--- config.mk ---
export PLATFORM = sky130hd
export DESIGN_NAME = imm_gen_pipe
export DESIGN_NICKNAME = d
export VERILOG_FILES = /design/src/rtl/imm_gen_pipe.sv
export SDC_FILE = /design/constraint.sdc
export NUM_CORES = 1
export LEC_CHECK = 0
export CAP_MARGIN = 20
export CORE_AREA = 10 10 119 121
export CTS_CLUSTER_DIAMETER = 40
export DETAILED_ROUTE_END_ITERATION = 12
export DIE_AREA = 0 0 129 131
export DONT_BUFFER_PORTS = 1
export HOLD_SLACK_MARGIN = 0.08
export MAX_ROUTING_LAYER = met4
export PLACE_DENSITY = 0.95
export SLEW_MARGIN = 30
export SYNTH_ARGS = -nofsm -noshare
export SYNTH_HDL_FRONTEND = slang
export SYNTH_SLANG_ARGS = --single-unit
export TNS_END_PERCENT = 5
--- constraint.sdc ---
create_clock -name clk -period 6.2 [get_ports clk]
set_clock_uncertainty 0.1 [all_clocks]
set_input_delay 1.86 -clock clk [delete_from_list [all_inputs] [get_ports clk]]
set_output_delay 1.86 -clock clk [all_outputs]
set_load 0.02 [all_outputs]
--- src/rtl/imm_gen_pipe.sv ---
// imm_gen_pipe: registered RISC-V immediate generator with an elastic
// result buffer between ID and EX.
// Ports: clk, rstn (async, active low), flush (sync), in_valid/in_ready,
//   instr, pc, ext_op (one-hot format), out_valid/out_ready, imm,
//   target (pc + imm), fmt_err.
// Option: define IMM_GEN_CSR_EN to make ext_op[6] select the CSR uimm.
module imm_gen_pipe #(
  parameter int XLEN  = 32,
  parameter int DEPTH = 2
) (
  input  logic            clk,
  input  logic            rstn,
  input  logic            flush,
  input  logic            in_valid,
  output logic            in_ready,
  input  logic [31:0]     instr,
  input  logic [XLEN-1:0] pc,
  input  logic [6:0]      ext_op,
  output logic            out_valid,
  input  logic            out_ready,
  output logic [XLEN-1:0] imm,
  output logic [XLEN-1:0] target,
  output logic            fmt_err
);

  localparam int PW = (DEPTH > 1) ? $clog2(DEPTH) : 1;
  localparam int CW = $clog2(DEPTH + 1);

  typedef struct packed {
    logic [XLEN-1:0] imm;
    logic [XLEN-1:0] target;
    logic            err;
  } ent_t;

  logic [6:0]      op;
  logic            legal;
  logic [5:0]      shamt;
  logic [31:0]     raw;
  logic [XLEN-1:0] imm_d;
  ent_t            wr_ent;

  // Without the CSR option bit6 simply does not exist for decode.
  always_comb begin
    op = ext_op;
`ifndef IMM_GEN_CSR_EN
    op[6] = 1'b0;
`endif
  end

  assign legal = (op != '0) && ((op & (op - 7'd1)) == '0);

  // shamt[5] only exists on RV64.
  assign shamt = {(XLEN == 64) & instr[25], instr[24:20]};

  // Every format fits in 32 bits, so decode to a signed 32-bit value
  // and sign-extend once; zero-extended formats have bit31 clear.
  always_comb begin
    raw = '0;
    if (legal) begin
      unique case (1'b1)
        op[5]: raw = {26'b0, shamt};
        op[4]: raw = {{20{instr[31]}}, instr[31:20]};
        op[3]: raw = {{20{instr[31]}}, instr[31:25],
                      instr[11:7]};
        op[2]: raw = {{19{instr[31]}}, instr[31], instr[7],
                      instr[30:25], instr[11:8], 1'b0};
        op[1]: raw = {instr[31:12], 12'b0};
        op[0]: raw = {{11{instr[31]}}, instr[31],
                      instr[19:12], instr[20],
                      instr[30:21], 1'b0};
`ifdef IMM_GEN_CSR_EN
        op[6]: raw = {27'b0, instr[19:15]};
`endif
        default: raw = '0;
      endcase
    end
  end

  assign imm_d      = XLEN'(signed'(raw));
  assign wr_ent.imm    = imm_d;
  assign wr_ent.target = pc + imm_d;
  assign wr_ent.err    = ~legal;

  ent_t           mem [DEPTH];
  logic [PW-1:0]  wr_ptr;
  logic [PW-1:0]  rd_ptr;
  logic [CW-1:0]  count;
  logic           push;
  logic           pop;

  // Readiness looks at count only, so a full buffer refuses a push
  // even in a cycle where the head is being taken.
  assign in_ready  = count < CW'(DEPTH);
  assign out_valid = count != '0;
  assign push      = in_valid & in_ready;
  assign pop       = out_valid & out_ready;

  function automatic logic [PW-1:0] inc(
    input logic [PW-1:0] p
  );
    return (p == PW'(DEPTH - 1)) ? '0 : p + 1'b1;
  endfunction

  always_ff @(posedge clk or negedge rstn) begin
    if (!rstn) begin
      wr_ptr <= '0;
      rd_ptr <= '0;
      count  <= '0;
      for (int i = 0; i < DEPTH; i++) mem[i] <= '0;
    end else if (flush) begin
      wr_ptr <= '0;
      rd_ptr <= '0;
      count  <= '0;
    end else begin
      if (push) begin
        mem[wr_ptr] <= wr_ent;
        wr_ptr      <= inc(wr_ptr);
      end
      if (pop) rd_ptr <= inc(rd_ptr);
      unique case ({push, pop})
        2'b10:   count <= count + 1'b1;
        2'b01:   count <= count - 1'b1;
        default: count <= count;
      endcase
    end
  end

  assign imm     = mem[rd_ptr].imm;
  assign target  = mem[rd_ptr].target;
  assign fmt_err = mem[rd_ptr].err;

endmodule

Word level (Yosys, flattened, before mapping). Cells that the tools add are included. W data, S select, Z words.

Register bits: 134. Output and inout port bits: 67. Word-level logic and storage cells: 53.

Add/sub/neg operators: 6. Order comparisons: 4. Eq/ne operators: 2. Mux-type cells: 16. Bitwise logic cells: 7. Reduce and logical (&&, ||, !) cells: 9.

Operators by type and width (count): $mux W65 (4); $pmux W32 S6 (1); $bwmux W130 (1); $demux W65 S1 (1); $add A32 B32 Y32 (1); $mux W32 (1); $and A6 B7 Y7 (1); $logic_not A7 Y1 (1); $reduce_bool A7 Y1 (1); $sub A6 B1 Y7 const B (1); $mux W1 (6); $reduce_bool A2 Y1 (3); $ge A2 B2 Y1 const B (2); $not A1 Y2 (2); $pmux W2 S2 (1); $reduce_bool A3 Y1 (1); $add A1 B1 Y1 const B (2); $add A2 B1 Y2 const B (1); $and A1 B1 Y1 (2); $eq A2 B1 Y1 const B (1); $eq A2 B2 Y1 const B (1); $logic_and A1 B1 Y1 (2); $lt A2 B1 Y1 const B (1); $lt A2 B2 Y1 const B (1); other kinds (4) (5).

Logic depth before layout (Yosys ltp). Gate-level depths: netlist of the first run.

Word-level depth: 7. Mapped depth: 17. Gate-level depth less buffers: 16.

Least setup slack after synthesis of the first run. No wires, ideal clock.

Path kind: input -> register. Start point: input port ext_op[0]. End point: register mem[94] in the netlist's numbering. Arrival time: 5.020 ns. Required time: 5.974 ns. Path slack: 0.953 ns. Stages on the path: 17. Cell sequence: buf_2 > nor4b_1 > a22o_1 > a211oi_1 > o21a_1 > buf_2 > a21o_1 > inv_1 > ha_1 > buf_2 > nand2_1 > or4_1 > a211oi_1 > nand3b_1 > o211ai_1 > xnor2_1 > o21ai_1.

Word-level cells in the longest chain between the ends: 7.

RTL lines: from (decl) (line 18) `input logic [6:0] ext_op,`; $sub A6 B1 Y7 (line 50) `assign legal = (op != '0) && ((op & (op - 7'd1)) == '0);`; $and A6 B7 Y7 (line 50); $logic_not A7 Y1 (line 50); $logic_and A1 B1 Y1 (line 50); $mux W32 * (line 59) `if (legal) begin`; named net imm_d[19] (line 39) `logic [XLEN-1:0] imm_d;`; $add A32 B32 Y32 * (line 81) `assign wr_ent.target = pc + imm_d;`; $bwmux W130 * (line 116) `mem[wr_ptr] <= wr_ent;`; to (signal, indexed assignment) (line 116); to (decl) (line 84) `ent_t mem [DEPTH];`.

Mark *: on every way through the listed nets, which the timed path passes. The rest lies on a longest branch. A chain may end at the register's enable or synchronous reset.

Final worst setup path of the first run.
Start point: input port ext_op[1]. End point: register mem[29] in the netlist's numbering.

The elaborated chain is that of the path after synthesis.

==> results of run 1 <==
## metal layers
layer | track usage [%] | part of all wire, % | up-vias
met5 | - | 0 | -
met1 | 32.4 | 40 | 3185
met2 | 41.0 | 46 | 348
met3 | 7.57 | 8.6 | 84
li1 | - | - | 3127
met4 | 17.2 | 6.1 | 0
## final cells by class
cell class	count	share of cell area (%)
multi-input combinational	680	49.5
clock inverter	13	1.80
clock buffer	19	5.11
inverter	41	1.78
tap	147	2.12
timing repair buffer	11	0.953
sequential	134	38.7
## critical path, cell delays in order
cell and delay (ps):
or2_1 320, nor3b_1 100, a211oi_1 430, o21a_1 400
buf_4 210, a21o_1 130, inv_1 70, ha_1 410
nand4_1 280, or4_1 550, a211oi_1 230, nand3b_1 270
o211ai_1 140, xnor2_1 290, o21ai_1 110
## metrics by stage
| step | instances | hold WS (ps) | total power (uW) | util [%] |
|---|---|---|---|---|
| 2_1_floorplan | 908 | 340 | 1590 | - |
| 3_3_place_gp | 1013 | 354 | 1680 | 68.3 |
| 3_5_place_dp | 1013 | 360 | 1710 | 68.3 |
| 4_1_cts | 1045 | 377 | 2730 | 73.4 |
| 5_1_grt | 1045 | 394 | 2860 | 73.4 |
| 6_report | 1045 | 374 | 2730 | 73.4 |
## synth_stat cells, types with 5 or more instances
cell type  number  area [sq um]
a21o_1         28           210
a21oi_1        47           235
and2_1          5          31.3
buf_2          11          55.1
clkbuf_1       40           150
dfrtp_1       134          3350
ha_1           31           388
inv_1          41           154
mux2_2         65           732
mux2i_1         6          60.1
nand2_1       177           664
nand2b_1        7          43.8
nand3_1        12          60.1
nand4_1         7          43.8
nor2_1         34           128
nor3_1          9          45.0
o211ai_1        5          37.5
o21ai_0       139           696
o21ai_1         5          25.0
o21bai_1        5          37.5
xnor2_1        15           131
xor2_1         13           114
## kinds of logic (layout without fill, tap and decap cells)
logic type	after synthesis	in the layout	share of synthesized area, %
AO/OA/AOI/OAI	273	273	20.3
multiplexers	71	71	9.90
flip-flops	134	134	41.9
AND/OR/NAND/NOR	276	276	15.2
buffers and inverters	94	84	4.58
XOR/XNOR	28	28	3.06
adder cells (fa/ha/maj)	32	32	5.10
## power breakdown
part	internal (uW)	switching, uW	total, uW
logic	206	373	579
clock network	639	382	1020
registers	1040	91.4	1130
total	1880	846	2730
## worst max path at each step
stage / start / end / slack [ps] / cells after the start
2_1_floorplan: ext_op[0] / mem[94]$_DFFE_PN0P_ / 950 / 17
3_3_place_gp: ext_op[0] / mem[29]$_DFFE_PN0P_ / 450 / 15
3_5_place_dp: ext_op[0] / mem[29]$_DFFE_PN0P_ / 300 / 15
4_1_cts: ext_op[0] / mem[29]$_DFFE_PN0P_ / 680 / 15
5_1_grt: ext_op[1] / mem[29]$_DFFE_PN0P_ / 330 / 15
6_report: ext_op[1] / mem[29]$_DFFE_PN0P_ / 570 / 15
## state kept, by name, summed over array words and instances, names as in the netlist
signal / count
count: 2
mem: 130
rd_ptr: 1
wr_ptr: 1
==> metrics.md, run 1 <==
| Metric | Value |
|---|---|
| Status | completed |
| Final setup viols | 0 |
| Syn. warnings | 0 |
| Final Hold Vio Count | 0 |
| Detail Route Antenna Nets | 0 |
| Cts bufs inserted | 17 |
| Initial Util | between 60% and 70% |
| Routed vias/inst | around 6.5 |
| Clock Pin Slew Worst Setup and Hold Paths | 60 ps |
| TNS Setup | 0 ps |
| Share of layout cells above drive strength 1 | 13.7% |
| Die W | around 130 microns |
| DR vias | 6,744 |
| Grt total ovfl | 0 |
| Number of stages on the worst hold path | 2 |
| P&R area growth vs syn | 8.33% |
| R2R depth | 5 |
| Num ports | around 140 |
| Remaining DRCs | 0 |
| Pwr dens | ~310 nW/um^2 |
| Overall routed net length | roughly 22,000 microns |
| CP startpoint kind | input port |
| Final HPWL DP | roughly 16,000 microns |
| Chip height | approximately 130 microns |
| Max-slew headroom | 39.3% |
| Minimum clock period | 5630 ps |
| Crit path kind | in2reg |
| Post-synth EDFFs | 0 |
| Most frequent cells in the layout | nand2_1, o21ai_0, dfrtp_1, mux2_2, a21oi_1 |
| Sequential Area | 3350 sq um |
| Maximum clock rate | 178 MHz |
| GRT Total Usage | between 20% and 30% |
| Postcts setup bufs | 0 |
| Crit Path Max Fanout | 13 |
| Net Count, Synth | a little over 1,000 |
| Routability cong. | 0.963 |
| Tightest Pin Transition | roughly 910 ps |
| Critical Path Sink Type | register |
| Vias in the first global route | around 6,600 |
| Port bufs | 0 |
| FF+latch count, synth | 134 |
| Final Cycle Share | ~91% |
| Cell area after synthesis | around 8000 sq um |
| Fin nets | between 900 and 1,000 |
| CTS Sinks | 134 |
| # hold bufs at CTS | 0 |
| ANT cells | 0 |
| RSZ-0062 raised after global routing | false |
| Post-synth ARST share | 100% |
| Global-route wire length before repair | around 35,000 microns |
| Worst Path Arrival | 5800 ps |
| Htree depth | 4 |
| Final instance area | around 8700 sq um |
| Min-delay worst type | reg2reg |
| Number of distinct library cells after synthesis | 59 |
| Initial antenna violation count | 0 |
| Clock root cell | clkbuf_16 |
| Setup WS pre-CTS | 302 ps |
| Worst Hold Path EP | mem[121]$_DFFE_PN0P_ |
| Peak VDD IR | 222 uV |
| Placement row count | 40 |
| Setup ws final | 570 ps |
| Lkg Pwr | 0.00421 uW |
| Reg2reg start | count[1]$_DFFE_PN0P_ |
| Mean area per synthesized cell | between 8 and 9 sq um |
| Clk buf depth | 2 |
| Post_cts resized | 0 |
| Clock Latency Late Sink | ~430 ps |
| CORE AREA | 11,800 sq um |
| Footprint of the multi-input gates | 4290 sq um |
| Sequential cell area fraction in the yosys report | approximately two fifths |
| Flop2flop setup slack | 3820 ps |
| Post-Synthesis Cells | 908 |
| Leading cell type in the layout, fill and taps excluded | nand2_1 |
| Die Area | about 17,000 sq um |
| Routed len/inst | approximately 21 microns |
| CTS tree | built |
| DR pass1 iterations | 5 |
| RR Endpoint | mem[26]$_DFFE_PN0P_ |
| MaxCap Viol Count | 0 |
| Required time of the critical path | roughly 6400 ps |
| # fillers | slightly above 800 |
| Top FF cell, synth | dfrtp_1 |
| Hold Startpoint | mem[121]$_DFFE_PN0P_ |
| Pin count of the biggest net entering global routing | 135 |
| Max Slew Vio Count | 0 |
| Initial DRC Count | about 710 |
| DP Area | 8070 sq um |
Power figures use the tool's default switching activity.
==> run 2, diff against run 1 <==
RECOVER_POWER = 50   (was default)
==> run 2 against run 1 <==
Against the previous run:
- the run now ends with max-capacitance violations, max-slew violations left
- non-clock buffer count unchanged
- die area unchanged
- combinational power about the same
- count of clock-buffer cells in the layout unchanged
- sequential share of layout area increased by 0.090 points
- routed wire length about the same
- fmax decreased by 0.97%
- design area decreased by 0.23%
- global-route usage unchanged
- sequential power about the same
- utilization decreased by 0.17 points
- total power about the same
- largest cell class unchanged
- highest routed layer unchanged
==> metrics.md, run 2 (synthesized netlist as in run 1, its figures left out) <==
| Metric | Value |
|---|---|
| Net Sw Power | 847 uW (was 846 uW) |
| Final Hold Vio Count | 0 (unchanged) |
| CP startpoint kind | input port (unchanged) |
| Port bufs | 0 (unchanged) |
| P&R area growth vs syn | 8.08% (was 8.33%) |
| # fillers | 825 (was 820) |
| ANT cells | 0 (unchanged) |
| Crit Path Max Fanout | 13 (unchanged) |
| CORE AREA | 11,800 sq um (unchanged) |
| Most frequent cells in the layout | nand2_1, o21ai_0, dfrtp_1, mux2_2, a21oi_1 (unchanged) |
| Reg power frac | 41.4% (about the same) |
| Lkg Pwr | 0.00419 uW (was 0.00421 uW) |
| TNS Setup | 0 ps (unchanged) |
| Fin nets | 993 (unchanged) |
| Max-slew headroom | -87.4% (was 39.3%) |
| Clock root cell | clkbuf_16 (unchanged) |
| CTS tree | built (unchanged) |
| Postcts setup bufs | 0 (unchanged) |
| DR vias | 6,759 (was 6,744) |
| Remaining DRCs | 0 (unchanged) |
| Max Slew Vio Count | 226 (was 0) |
| CTS Sinks | 134 (unchanged) |
| Pwr dens | 316 nW/um^2 (was 315 nW/um^2) |
| Post_cts resized | 0 (unchanged) |
| Grt total ovfl | 0 (unchanged) |
| Die W | 129 microns (unchanged) |
| Final HPWL DP | 15,600 microns (unchanged) |
| GRT Total Usage | 27.4% (unchanged) |
| Detail Route Antenna Nets | 0 (unchanged) |
| WHS | 374 ps (about the same) |
| Most flops, register | mem (unchanged) |
| Initial Util | 67.7% (unchanged) |
| Peak VDD IR | 221 uV (was 222 uV) |
| Critical Path Sink Type | register (unchanged) |
| Maximum clock rate | 176 MHz (was 178 MHz) |
| Num ports | 143 (unchanged) |
| RSZ-0062 raised after global routing | false (unchanged) |
| Initial DRC Count | 711 (was 712) |
| Clock Latency Late Sink | 430 ps (about the same) |
| Status | finished, violations left (was completed) |
| Clock Power Share | 37.5% (was 37.4%) |
| Comb power frac | 21.2% (about the same) |
| Vias in the first global route | 6,618 (unchanged) |
| Worst Path Arrival | 5780 ps (was 5800 ps) |
| Clk buf depth | 2 (unchanged) |
| Overall routed net length | 21,800 microns (about the same) |
| Final instance area | 8650 sq um (was 8670 sq um) |
| Routed vias/inst | 6.47 (was 6.45) |
| Sw Ratio | 31.0% (about the same) |
| DR pass1 iterations | 5 (unchanged) |
| Chip height | 131 microns (unchanged) |
| Required time of the critical path | 6300 ps (was 6370 ps) |
| Pin count of the biggest net entering global routing | 135 (unchanged) |
| Clock Pin Slew Worst Setup and Hold Paths | 60 ps (about the same) |
| Internal power | 1880 uW (about the same) |
| Largest register FFs | 130 (unchanged) |
| Initial antenna violation count | 0 (unchanged) |
| DP Area | 8070 sq um (unchanged) |
| Final setup viols | 0 (unchanged) |
| Final Cycle Share | 91.7% (was 90.8%) |
| Routed len/inst | 20.9 microns (about the same) |
| Leading cell type in the layout, fill and taps excluded | nand2_1 (unchanged) |
| Util after Layout | 73.2% (was 73.4%) |
| Failing checks | max-capacitance violations, max-slew violations |
| Htree depth | 4 (unchanged) |
| Global-route wire length before repair | 35,000 microns (unchanged) |
| Flop2flop setup slack | 1530 ps (was 3820 ps) |
| Routability cong. | 0.963 (unchanged) |
| Crit path kind | in2reg (unchanged) |
| MaxCap Viol Count | 3 (was 0) |
| Top Registers | mem (130), count (2) (unchanged) |
| Die Area | 16,900 sq um (unchanged) |
| Share of layout cells above drive strength 1 | 13.3% (was 13.7%) |
| Placement row count | 40 (unchanged) |
| Cts bufs inserted | 17 (unchanged) |
| Tightest Pin Transition | 2800 ps (was 911 ps) |
| Minimum clock period | 5690 ps (was 5630 ps) |
| Pwr Total | 2730 uW (about the same) |
| Min-delay worst type | reg2reg (unchanged) |
| # hold bufs at CTS | 0 (unchanged) |
run 2: layer usage:
| metal | vias to the layer above | global-route usage [%] | wire, microns |
|---|---|---|---|
| li1 | 3128 | - | - |
| met3 | 82 | 7.57 | 1990 |
| met1 | 3179 | 32.4 | 8560 |
| met2 | 370 | 41.0 | 9920 |
| met4 | 0 | 17.2 | 1370 |
| met5 | - | - | 0 |
run 2: area by class of cell:
type	count	area (sq um)	share of cell area, %
inverter	41	154	1.78
tap	147	184	2.13
sequential	134	3350	38.8
clock inverter	13	156	1.81
multi-input combinational	680	4280	49.5
timing repair buffer	11	75.1	0.868
clock buffer	19	443	5.12
run 2: worst max-delay path: stages:
cell and delay (ps):
or2_1 310, nor3b_1 100, a211oi_1 440, o21a_1 400
buf_4 210, a21o_1 140, inv_1 70, ha_1 430
nand2_1 220, or4_1 570, a211oi_1 220, nand3b_1 270
o211ai_1 140, xnor2_1 290, o21ai_1 110
run 2: final timing paths:
kind,cells past startpoint,end,start
hold reg to reg,2,mem[121]$_DFFE_PN0P_,mem[121]$_DFFE_PN0P_
max in group asynchronous,0,mem[39]$_DFFE_PN0P_,rstn
hold / removal,2,mem[121]$_DFFE_PN0P_,mem[121]$_DFFE_PN0P_
setup reg to reg,4,mem[123]$_DFFE_PN0P_,count[1]$_DFFE_PN0P_
setup / recovery,15,mem[29]$_DFFE_PN0P_,ext_op[1]
min in group asynchronous,0,mem[5]$_DFFE_PN0P_,rstn
run 2: per-stage QoR:
step / std cells / setup slack [ps]
after floorplan: 908 / 953
after global placement: 1013 / 451
final: 1045 / 515
after CTS: 1045 / 683
after detailed placement: 1013 / 302
after global routing: 1045 / 174
run 2: power groups by stage:
stage / combinational (uW) / clock (uW) / sequential (uW)
3_3_place_gp: 557 / 0 / 1130
3_5_place_dp: 573 / 0 / 1140
5_1_grt: 641 / 1070 / 1150
2_1_floorplan: 482 / 0 / 1110
6_report: 578 / 1020 / 1130
4_1_cts: 579 / 1030 / 1130
